==> src/rtl/mem_port_arbiter.sv <==
// Arbiter sharing one single-port, fixed-latency memory between instruction fetch and data access.
// Define MEM_ARB_STATS_EN to add grant and conflict statistics counters as extra output ports.
module mem_port_arbiter #(
    parameter int unsigned MEM_LATENCY = 2,
    parameter int unsigned MAX_STREAK  = 3
) (
    input  logic        clk,
    input  logic        start_up,

    input  logic        if_req,
    input  logic [31:0] if_addr,
    output logic        if_gnt,
    output logic        if_valid,
    output logic [31:0] if_rdata,

    input  logic        d_req,
    input  logic        d_we,
    input  logic [31:0] d_addr,
    input  logic [31:0] d_wdata,
    output logic        d_gnt,
    output logic        d_valid,
    output logic [31:0] d_rdata,

    output logic        mem_en,
    output logic        mem_we,
    output logic [31:0] mem_addr,
    output logic [31:0] mem_wdata,
    input  logic [31:0] mem_rdata
`ifdef MEM_ARB_STATS_EN
    ,
    output logic [31:0] if_grant_cnt,
    output logic [31:0] d_grant_cnt,
    output logic [31:0] conflict_cnt
`endif
);

    typedef enum logic [0:0] {StIdle, StAccess} state_e;

    localparam logic [3:0] LatInit   = 4'(MEM_LATENCY - 1);
    localparam logic [3:0] StreakMax = 4'(MAX_STREAK);

    state_e      state_q, state_d;
    logic [3:0]  lat_q, lat_d;
    logic [3:0]  streak_q, streak_d;
    logic        owner_fetch_q, owner_fetch_d;

    logic        if_gnt_q, if_gnt_d;
    logic        d_gnt_q, d_gnt_d;
    logic        if_valid_q, if_valid_d;
    logic        d_valid_q, d_valid_d;
    logic [31:0] if_rdata_q, if_rdata_d;
    logic [31:0] d_rdata_q, d_rdata_d;

    logic        mem_en_q, mem_en_d;
    logic        mem_we_q, mem_we_d;
    logic [31:0] mem_addr_q, mem_addr_d;
    logic [31:0] mem_wdata_q, mem_wdata_d;

    logic        pick_fetch;

    // Fetch wins when it is alone, or when data has used up its streak allowance.
    assign pick_fetch = if_req && (!d_req || (streak_q == StreakMax));

    always_comb begin
        state_d       = state_q;
        lat_d         = lat_q;
        streak_d      = streak_q;
        owner_fetch_d = owner_fetch_q;
        if_gnt_d      = 1'b0;
        d_gnt_d       = 1'b0;
        if_valid_d    = 1'b0;
        d_valid_d     = 1'b0;
        if_rdata_d    = if_rdata_q;
        d_rdata_d     = d_rdata_q;
        mem_en_d      = mem_en_q;
        mem_we_d      = mem_we_q;
        mem_addr_d    = mem_addr_q;
        mem_wdata_d   = mem_wdata_q;

        unique case (state_q)
            StIdle: begin
                if (!if_req) begin
                    streak_d = 4'd0;
                end
                if (if_req || d_req) begin
                    state_d  = StAccess;
                    lat_d    = LatInit;
                    mem_en_d = 1'b1;
                    if (pick_fetch) begin
                        if_gnt_d      = 1'b1;
                        owner_fetch_d = 1'b1;
                        mem_we_d      = 1'b0;
                        mem_addr_d    = if_addr;
                        mem_wdata_d   = 32'h0;
                        streak_d      = 4'd0;
                    end else begin
                        d_gnt_d       = 1'b1;
                        owner_fetch_d = 1'b0;
                        mem_we_d      = d_we;
                        mem_addr_d    = d_addr;
                        mem_wdata_d   = d_we ? d_wdata : 32'h0;
                        if (if_req && (streak_q != StreakMax)) begin
                            streak_d = streak_q + 4'd1;
                        end
                    end
                end
            end
            StAccess: begin
                if (lat_q == 4'd0) begin
                    state_d  = StIdle;
                    mem_en_d = 1'b0;
                    mem_we_d = 1'b0;
                    if (owner_fetch_q) begin
                        if_valid_d = 1'b1;
                        if_rdata_d = mem_rdata;
                    end else begin
                        d_valid_d = 1'b1;
                        // Stores complete without touching the load data register.
                        if (!mem_we_q) begin
                            d_rdata_d = mem_rdata;
                        end
                    end
                end else begin
                    lat_d = lat_q - 4'd1;
                end
            end
        endcase
    end

    always_ff @(posedge clk) begin
        if (start_up) begin
            state_q       <= StIdle;
            lat_q         <= 4'd0;
            streak_q      <= 4'd0;
            owner_fetch_q <= 1'b0;
            if_gnt_q      <= 1'b0;
            d_gnt_q       <= 1'b0;
            if_valid_q    <= 1'b0;
            d_valid_q     <= 1'b0;
            if_rdata_q    <= 32'h0;
            d_rdata_q     <= 32'h0;
            mem_en_q      <= 1'b0;
            mem_we_q      <= 1'b0;
            mem_addr_q    <= 32'h0;
            mem_wdata_q   <= 32'h0;
        end else begin
            state_q       <= state_d;
            lat_q         <= lat_d;
            streak_q      <= streak_d;
            owner_fetch_q <= owner_fetch_d;
            if_gnt_q      <= if_gnt_d;
            d_gnt_q       <= d_gnt_d;
            if_valid_q    <= if_valid_d;
            d_valid_q     <= d_valid_d;
            if_rdata_q    <= if_rdata_d;
            d_rdata_q     <= d_rdata_d;
            mem_en_q      <= mem_en_d;
            mem_we_q      <= mem_we_d;
            mem_addr_q    <= mem_addr_d;
            mem_wdata_q   <= mem_wdata_d;
        end
    end

    assign if_gnt    = if_gnt_q;
    assign d_gnt     = d_gnt_q;
    assign if_valid  = if_valid_q;
    assign d_valid   = d_valid_q;
    assign if_rdata  = if_rdata_q;
    assign d_rdata   = d_rdata_q;
    assign mem_en    = mem_en_q;
    assign mem_we    = mem_we_q;
    assign mem_addr  = mem_addr_q;
    assign mem_wdata = mem_wdata_q;

`ifdef MEM_ARB_STATS_EN
    logic [31:0] if_grant_cnt_q;
    logic [31:0] d_grant_cnt_q;
    logic [31:0] conflict_cnt_q;
    logic        conflict;

    assign conflict = (state_q == StIdle) && if_req && d_req;

    always_ff @(posedge clk) begin
        if (start_up) begin
            if_grant_cnt_q <= 32'h0;
            d_grant_cnt_q  <= 32'h0;
            conflict_cnt_q <= 32'h0;
        end else begin
            if (if_gnt_d) begin
                if_grant_cnt_q <= if_grant_cnt_q + 32'd1;
            end
            if (d_gnt_d) begin
                d_grant_cnt_q <= d_grant_cnt_q + 32'd1;
            end
            if (conflict) begin
                conflict_cnt_q <= conflict_cnt_q + 32'd1;
            end
        end
    end

    assign if_grant_cnt = if_grant_cnt_q;
    assign d_grant_cnt  = d_grant_cnt_q;
    assign conflict_cnt = conflict_cnt_q;
`endif

endmodule

==> config.mk <==
export PLATFORM = sky130hd
export DESIGN_NAME = mem_port_arbiter
export DESIGN_NICKNAME = d
export VERILOG_FILES = /design/src/rtl/mem_port_arbiter.sv
export SDC_FILE = /design/constraint.sdc
export NUM_CORES = 1
export LEC_CHECK = 0
export CAP_MARGIN = 10
export CORE_MARGIN = 2
export CORE_UTILIZATION = 45
export DETAILED_ROUTE_END_ITERATION = 8
export PLACE_DENSITY = 0.86
export REMOVE_ABC_BUFFERS = 1
export SLEW_MARGIN = 25
export SYNTH_ARGS = -nofsm -noshare
export SYNTH_HDL_FRONTEND = slang
export SYNTH_SLANG_ARGS = --single-unit
==> constraint.sdc <==
create_clock -name clk -period 3.45 [get_ports clk]
set_input_delay 0.69 -clock clk [delete_from_list [all_inputs] [get_ports clk]]
set_output_delay 0.69 -clock clk [all_outputs]
set_load 0.01 [all_outputs]
==> results of run 1 <==
-- worst paths after layout --
path	startpoint	endpoint	slack [ps]	cells past startpoint
min	if_rdata[17]$_SDFFE_PP0P_	if_rdata[17]$_SDFFE_PP0P_	480	2
max reg2reg	state_q$_SDFF_PP0_	d_rdata[29]$_SDFFE_PP0P_	1060	3
max	state_q$_SDFF_PP0_	d_rdata[29]$_SDFFE_PP0P_	1060	3
min reg2reg	if_rdata[17]$_SDFFE_PP0P_	if_rdata[17]$_SDFFE_PP0P_	480	2
-- through the flow --
stage                     hold slack [ps]  TNS [ps]  power, mW
after CTS                             478         0       4.49
after detailed placement              464         0       2.53
after global placement                459         0       2.51
after global routing                  497         0       4.62
final                                 476         0       4.45
after floorplan                       468     -47.7       2.11
-- cells by family after synthesis --
logic type                 Yosys count
buffers and inverters               64
DFF                                144
muxes                               65
AOI/OAI and AO/OA                  148
and+or+nand+nor                    160
adders and majority gates            3
-- worst max-delay path: stages (launching register included) --
cell       delay (ps)
dfxtp_1           660
nand4bb_1         460
or3_1             870
mux2i_1           240
-- final cells by class --
class                           instances  area share [%]
Sequential cell                       144            31.1
Inverter                                4           0.162
Multi-Input combinational cell        376            30.0
Clock buffer                           20            4.92
Timing Repair Buffer                  274            29.6
Tap cell                              172            2.32
Clock inverter                         12            1.94
-- power groups by stage --
stage               Sequential, mW  Clock, mW  Combinational (mW)
finish                        1.81       1.95               0.695
global placement              1.84          0               0.675
global route                  1.81       2.06               0.744
CTS                           1.81       1.98               0.698
detailed placement            1.84          0               0.692
floorplan                     1.87          0               0.238
-- per-layer routing --
metal	global-route usage [%]	up-vias	share of wire, %
met3	8.59	34	8.0
met1	27.4	2595	39
met5	0	-	0
met2	44.0	250	50
met4	10.9	0	2.7
li1	-	2599	-
-- synth_stat cells (2+ instances only) --
master | number | share of area [%]
mux2i_1 | 64 | 11
dfxtp_1 | 144 | 49
nor2_1 | 39 | 2.5
a21oi_1 | 37 | 3.1
clkbuf_1 | 43 | 2.7
nand2_1 | 2 | 0.13
a32oi_1 | 65 | 9.7
nor2b_1 | 3 | 0.32
ha_1 | 3 | 0.64
buf_1 | 8 | 0.51
buf_2 | 4 | 0.34
buf_6 | 4 | 0.76
nand2b_1 | 96 | 10
nand3b_1 | 3 | 0.38
inv_1 | 4 | 0.25
o21ai_0 | 2 | 0.17
o211ai_1 | 33 | 4.2
nand4bb_1 | 3 | 0.57
-- state kept, by name, summed over array words and instances, names as in the netlist --
register and cells:
if_valid 1, d_rdata 32, mem_en 1, lat_q 4, mem_wdata 32, d_gnt 1, mem_we 1, mem_addr 32
owner_fetch_q 1, if_gnt 1, d_valid 1, if_rdata 32, streak_q 4, state_q 1
==> impl_metrics.env, run 1 <==
export IMPL_status="finished clean"
export IMPL_synth_cells=584
export IMPL_syn_area_per_cell_um2=10.1
export IMPL_fin_nets=953
export IMPL_start_util_pct=46.3
export IMPL_p_sw_mw=1.05
export IMPL_p_per_area_nw_per_um2=480
export IMPL_netlist_area_um2=5900
export IMPL_skew_ps=7.86
export IMPL_fin_crit_ps=2390
export IMPL_final_core_util_pct=72.9
export IMPL_cts_made_buffers=17
export IMPL_rows=41
export IMPL_synth_top_family_by_area="compound AO/OA/AOI/OAI gates"
export IMPL_clock_power_share_pct=43.8
export IMPL_end_kind="register"
export IMPL_worst_pin_slew_ps=1020
export IMPL_finalSetupViolCount=0
export IMPL_die_height_um=118
export IMPL_ctsHoldBuffers=0
export IMPL_drive_above_1_share_pct=6.39
export IMPL_wire_per_inst_um=17.9
export IMPL_muxShareOfSynthArea_pct=11.1
export IMPL_p_leak_nw=3.38
export IMPL_placed_cell_area_um2=8640
export IMPL_ctsRootBufferMaster="clkbuf_16"
export IMPL_final_common_cell="clkdlybuf4s50_1"
export IMPL_vias_per_cell=5.47
export IMPL_cts_htree_levels=4
export IMPL_preCtsSetupSlack_ps=894
export IMPL_cp_arrival_ps=2650
export IMPL_ir_worst_vdd_uv=337
export IMPL_fp_dieArea_um2=14000
export IMPL_die_w_um=118
export IMPL_grt_pass1_wl_mm=28.4
export IMPL_clk_pin_slew_ps=60
export IMPL_final_cell_mix="clkdlybuf4s50_1 (265), dfxtp_1 (144), nand2b_1 (96)"
export IMPL_seq_power_share_pct=40.6
export IMPL_clock_latency_ps=410
export IMPL_grtUsageTotal_pct=25.1
export IMPL_drt_iter0_markers=355
export IMPL_clk_path_buf_depth=2
export IMPL_antenna_cells=0
export IMPL_async_flop_share_pct=0
export IMPL_dr_pass1_iters=5
export IMPL_ctsResizeCount=0
export IMPL_synth_xor_area_share_pct=0
export IMPL_synthSimpleGateAreaFrac_pct=15.9
export IMPL_crit_required_ps=3710
export IMPL_grt_ovfl_total=0
export IMPL_worstSetupStartpointType="register"
export IMPL_crit_type="register to register"
export IMPL_intPower_mw=3.40
export IMPL_gp_congestion=0.798
export IMPL_finalWirelength_mm=17.9
export IMPL_synth_fa_ha_area_share_pct=0.637
export IMPL_grt_max_degree=76
export IMPL_syn_to_final_growth_pct=57.3
export IMPL_fmax_mhz=418
export IMPL_multiInputGateArea_um2=2780
export IMPL_drc=0
export IMPL_swShare_pct=23.6
export IMPL_grt_antenna_before_repair=0
export IMPL_cts_sinks=144
export IMPL_hold_path_class="register to register"
export IMPL_drv_slew=0
export IMPL_hpwl_mm=12.2
export IMPL_cap_violations=0
export IMPL_regArea_um2=2880
export IMPL_synth_compound_area_share_pct=18.7
export IMPL_ys_warnings_count=0
export IMPL_postCtsSetupBuffers=0
export IMPL_synth_main_ff_cell="dfxtp_1"
export IMPL_finalWorstSetupSlack_ps=1060
export IMPL_n_fill_cell=940
export IMPL_core_area_um2=12700
export IMPL_grt_pass1_vias=5616
export IMPL_finalHoldViolCount=0
export IMPL_seq_area_frac_synth_pct=48.9
export IMPL_fin_crit_sh_pct=69.3
export IMPL_ys_seq_elements=144
export IMPL_synth_edf_count=0
export IMPL_synth_distinct_cells=45
export IMPL_fin_area_um2=9270
export IMPL_combPwrFrac_pct=15.6
export IMPL_relSlewSlack_pct=32.1
export IMPL_tritoncts="yes"
export IMPL_io_pins=267
export IMPL_rsz0062_at_grt="false"
export IMPL_port_buffer_count=266
export IMPL_placed_cells=970
export IMPL_drt_antenna_violating_nets=0
export IMPL_dr_total_vias=5478
export IMPL_crit_fanout=18
export IMPL_stdcell_count=1002
(Power assumes the default switching activity.)
==> run 2, diff against run 1 <==
--- a/config.mk
+++ b/config.mk
@@ -7,9 +7,9 @@
 export LEC_CHECK = 0
 export CAP_MARGIN = 10
 export CORE_MARGIN = 2
-export CORE_UTILIZATION = 45
+export CORE_UTILIZATION = 42
 export DETAILED_ROUTE_END_ITERATION = 8
-export PLACE_DENSITY = 0.86
+export PLACE_DENSITY = 0.81
 export REMOVE_ABC_BUFFERS = 1
 export SLEW_MARGIN = 25
 export SYNTH_ARGS = -nofsm -noshare
==> constraint.sdc (replaced) <==
create_clock -name clk -period 2.3 [get_ports clk]
set_input_delay 0.46 -clock clk [delete_from_list [all_inputs] [get_ports clk]]
set_output_delay 0.46 -clock clk [all_outputs]
set_load 0.01 [all_outputs]
==> run 2 against run 1 <==
  * Routed wire length shrank 1.3%
  * Critical path depth grew 2
  * Clock power grew 48%
  * Final cell count grew 1.5%
  * Design area grew 0.69%
  * Power grew 49%
  * First-iteration DRC count shrank 25%
  * Combinational power grew 53%
  * Critical path type unchanged
  * Critical endpoint is now if_rdata[13]$_SDFFE_PP0P_
==> impl_metrics.env, run 2 (same netlist as run 1, synthesis figures left out) <==
export IMPL_rr_endpoint="if_rdata[13]$_SDFFE_PP0P_"
export IMPL_ctsRootBufferMaster="clkbuf_16"
export IMPL_rsz0062_at_grt="false"
export IMPL_fin_nets=960
export IMPL_r2r_cells=5
export IMPL_swShare_pct=23.7
export IMPL_total_power_mw=6.64
export IMPL_worst_pin_slew_ps=537
export IMPL_relSlewSlack_pct=64.2
export IMPL_core_area_um2=13800
export IMPL_grtUsageTotal_pct=23.0
export IMPL_hp_start="start_up"
export IMPL_fp_dieArea_um2=15000
export IMPL_grt_antenna_before_repair=0
export IMPL_finalSetupViolCount=0
export IMPL_placed_cell_area_um2=8710
export IMPL_grt_max_degree=146
export IMPL_vias_per_cell=5.43
export IMPL_clk_pin_slew_ps=60
export IMPL_fin_area_um2=9340
export IMPL_drc=0
export IMPL_die_height_um=122
export IMPL_antenna_cells=0
export IMPL_grt_pass1_wl_mm=27.4
export IMPL_status="finished clean"
export IMPL_hpwl_mm=12.0
export IMPL_seq_power_share_pct=40.7
export IMPL_die_w_um=122
export IMPL_clock_latency_ps=410
export IMPL_grt_ovfl_total=0
export IMPL_finalHoldViolCount=0
export IMPL_worstSetupStartpointType="register"
export IMPL_rows=43
export IMPL_ff2ff_setup_slack_ps=380
export IMPL_drt_antenna_violating_nets=0
export IMPL_r2r_start="lat_q[0]$_SDFFE_PP0P_"
export IMPL_slowest_stage="or2_2"
export IMPL_finalWorstSetupSlack_ps=384
export IMPL_port_buffer_count=266
export IMPL_cp_arrival_ps=2190
export IMPL_crit_type="register to register"
export IMPL_io_pins=267
export IMPL_hold_path_class="input pin to register"
export IMPL_cts_sinks=144
export IMPL_drt_iter0_markers=265
export IMPL_cts_htree_levels=4
export IMPL_ctsResizeCount=0
export IMPL_cts_made_buffers=17
export IMPL_fin_crit_sh_pct=83.3
export IMPL_p_leak_nw=3.43
export IMPL_ir_worst_vdd_uv=465
export IMPL_final_cell_mix="clkdlybuf4s50_1 (265), dfxtp_1 (144), nand2b_1 (96)"
export IMPL_crit_required_ps=2570
export IMPL_tritoncts="yes"
export IMPL_p_sw_mw=1.57
export IMPL_cp_slowest_stage_delay_ps=620
export IMPL_syn_to_final_growth_pct=58.4
export IMPL_fin_crit_ps=1920
export IMPL_crit_fanout=16
export IMPL_wire_per_inst_um=17.4
export IMPL_drv_slew=0
export IMPL_drive_above_1_share_pct=7.29
export IMPL_grt_pass1_vias=5483
export IMPL_clock_power_share_pct=43.3
export IMPL_holdPathStages=2
export IMPL_hold_path_end="mem_en$_SDFFE_PP0P_"
export IMPL_gp_congestion=0.760
export IMPL_intPower_mw=5.07
export IMPL_final_core_util_pct=67.8
export IMPL_dr_total_vias=5519
export IMPL_ctsHoldBuffers=0
export IMPL_final_common_cell="clkdlybuf4s50_1"
export IMPL_worstPathCellList="inv_1 > ha_1 > nand4bb_1 > or2_2 > mux2i_1"
export IMPL_cap_violations=0
export IMPL_fin_hold_ws_ps=434
export IMPL_combPwrFrac_pct=16.0
export IMPL_preCtsSetupSlack_ps=290
export IMPL_fmax_mhz=522
export IMPL_end_kind="register"
export IMPL_dr_pass1_iters=4
export IMPL_clk_path_buf_depth=2
export IMPL_skew_ps=7.35
export IMPL_postCtsSetupBuffers=0
export IMPL_start_util_pct=42.8
export IMPL_finalWirelength_mm=17.7
export IMPL_p_per_area_nw_per_um2=711
run 2: critical path, delay by kind of cell, from the launching register on:
kind,cells,cell delay (ps)
AND/OR/NAND/NOR,2,940
flip-flops,1,340
multiplexers,1,200
adder cells (fa/ha/maj),1,180
buffers and inverters,1,110
run 2: routing by layer:
layer / GRT usage [%] / wire length (um) / up-vias
met2: 40.0 / 8880 / 259
met3: 8.88 / 1850 / 21
li1: - / - / 2602
met1: 25.7 / 6700 / 2637
met4: 7.83 / 262 / 0
met5: 0 / 0 / -
run 2: final cells by class:
| cell class | count | area [um2] |
|---|---|---|
| Fill cell | 1068 | 4440 |
| Sequential cell | 144 | 2880 |
| Timing Repair Buffer | 281 | 2810 |
| Multi-Input combinational cell | 376 | 2770 |
| Clock buffer | 21 | 480 |
| Tap cell | 180 | 225 |
| Clock inverter | 11 | 151 |
| Inverter | 4 | 15.0 |
run 2: how the worst max path moves through the flow:
stage          cells past startpoint                         to  slack (ps)             startpoint
6_report                           5  if_rdata[13]$_SDFFE_PP0P_         380  lat_q[0]$_SDFFE_PP0P_
5_1_grt                            6   d_rdata[18]$_SDFFE_PP0P_         230  lat_q[1]$_SDFFE_PP0P_
4_1_cts                            5   if_rdata[1]$_SDFFE_PP0P_         390  lat_q[0]$_SDFFE_PP0P_
3_5_place_dp                       5  mem_addr[19]$_SDFFE_PP0P_         290                 if_req
3_3_place_gp                       5   mem_addr[8]$_SDFFE_PP0P_         330                 if_req
2_1_floorplan                      3        mem_we$_SDFFE_PP0P_        -970                  d_req
run 2: power by group through the flow:
stage	combinational, mW	sequential [mW]	clock (mW)
floorplan	0.356	2.81	0
global placement	1.04	2.75	0
detailed placement	1.06	2.75	0
CTS	1.07	2.70	2.94
global route	1.14	2.72	3.06
finish	1.06	2.70	2.88
run 2: stage by stage:
step | cells | setup TNS, ps
2_1_floorplan | 524 | -49950
3_3_place_gp | 985 | 0
3_5_place_dp | 985 | 0
4_1_cts | 1017 | 0
5_1_grt | 1017 | 0
6_report | 1017 | 0
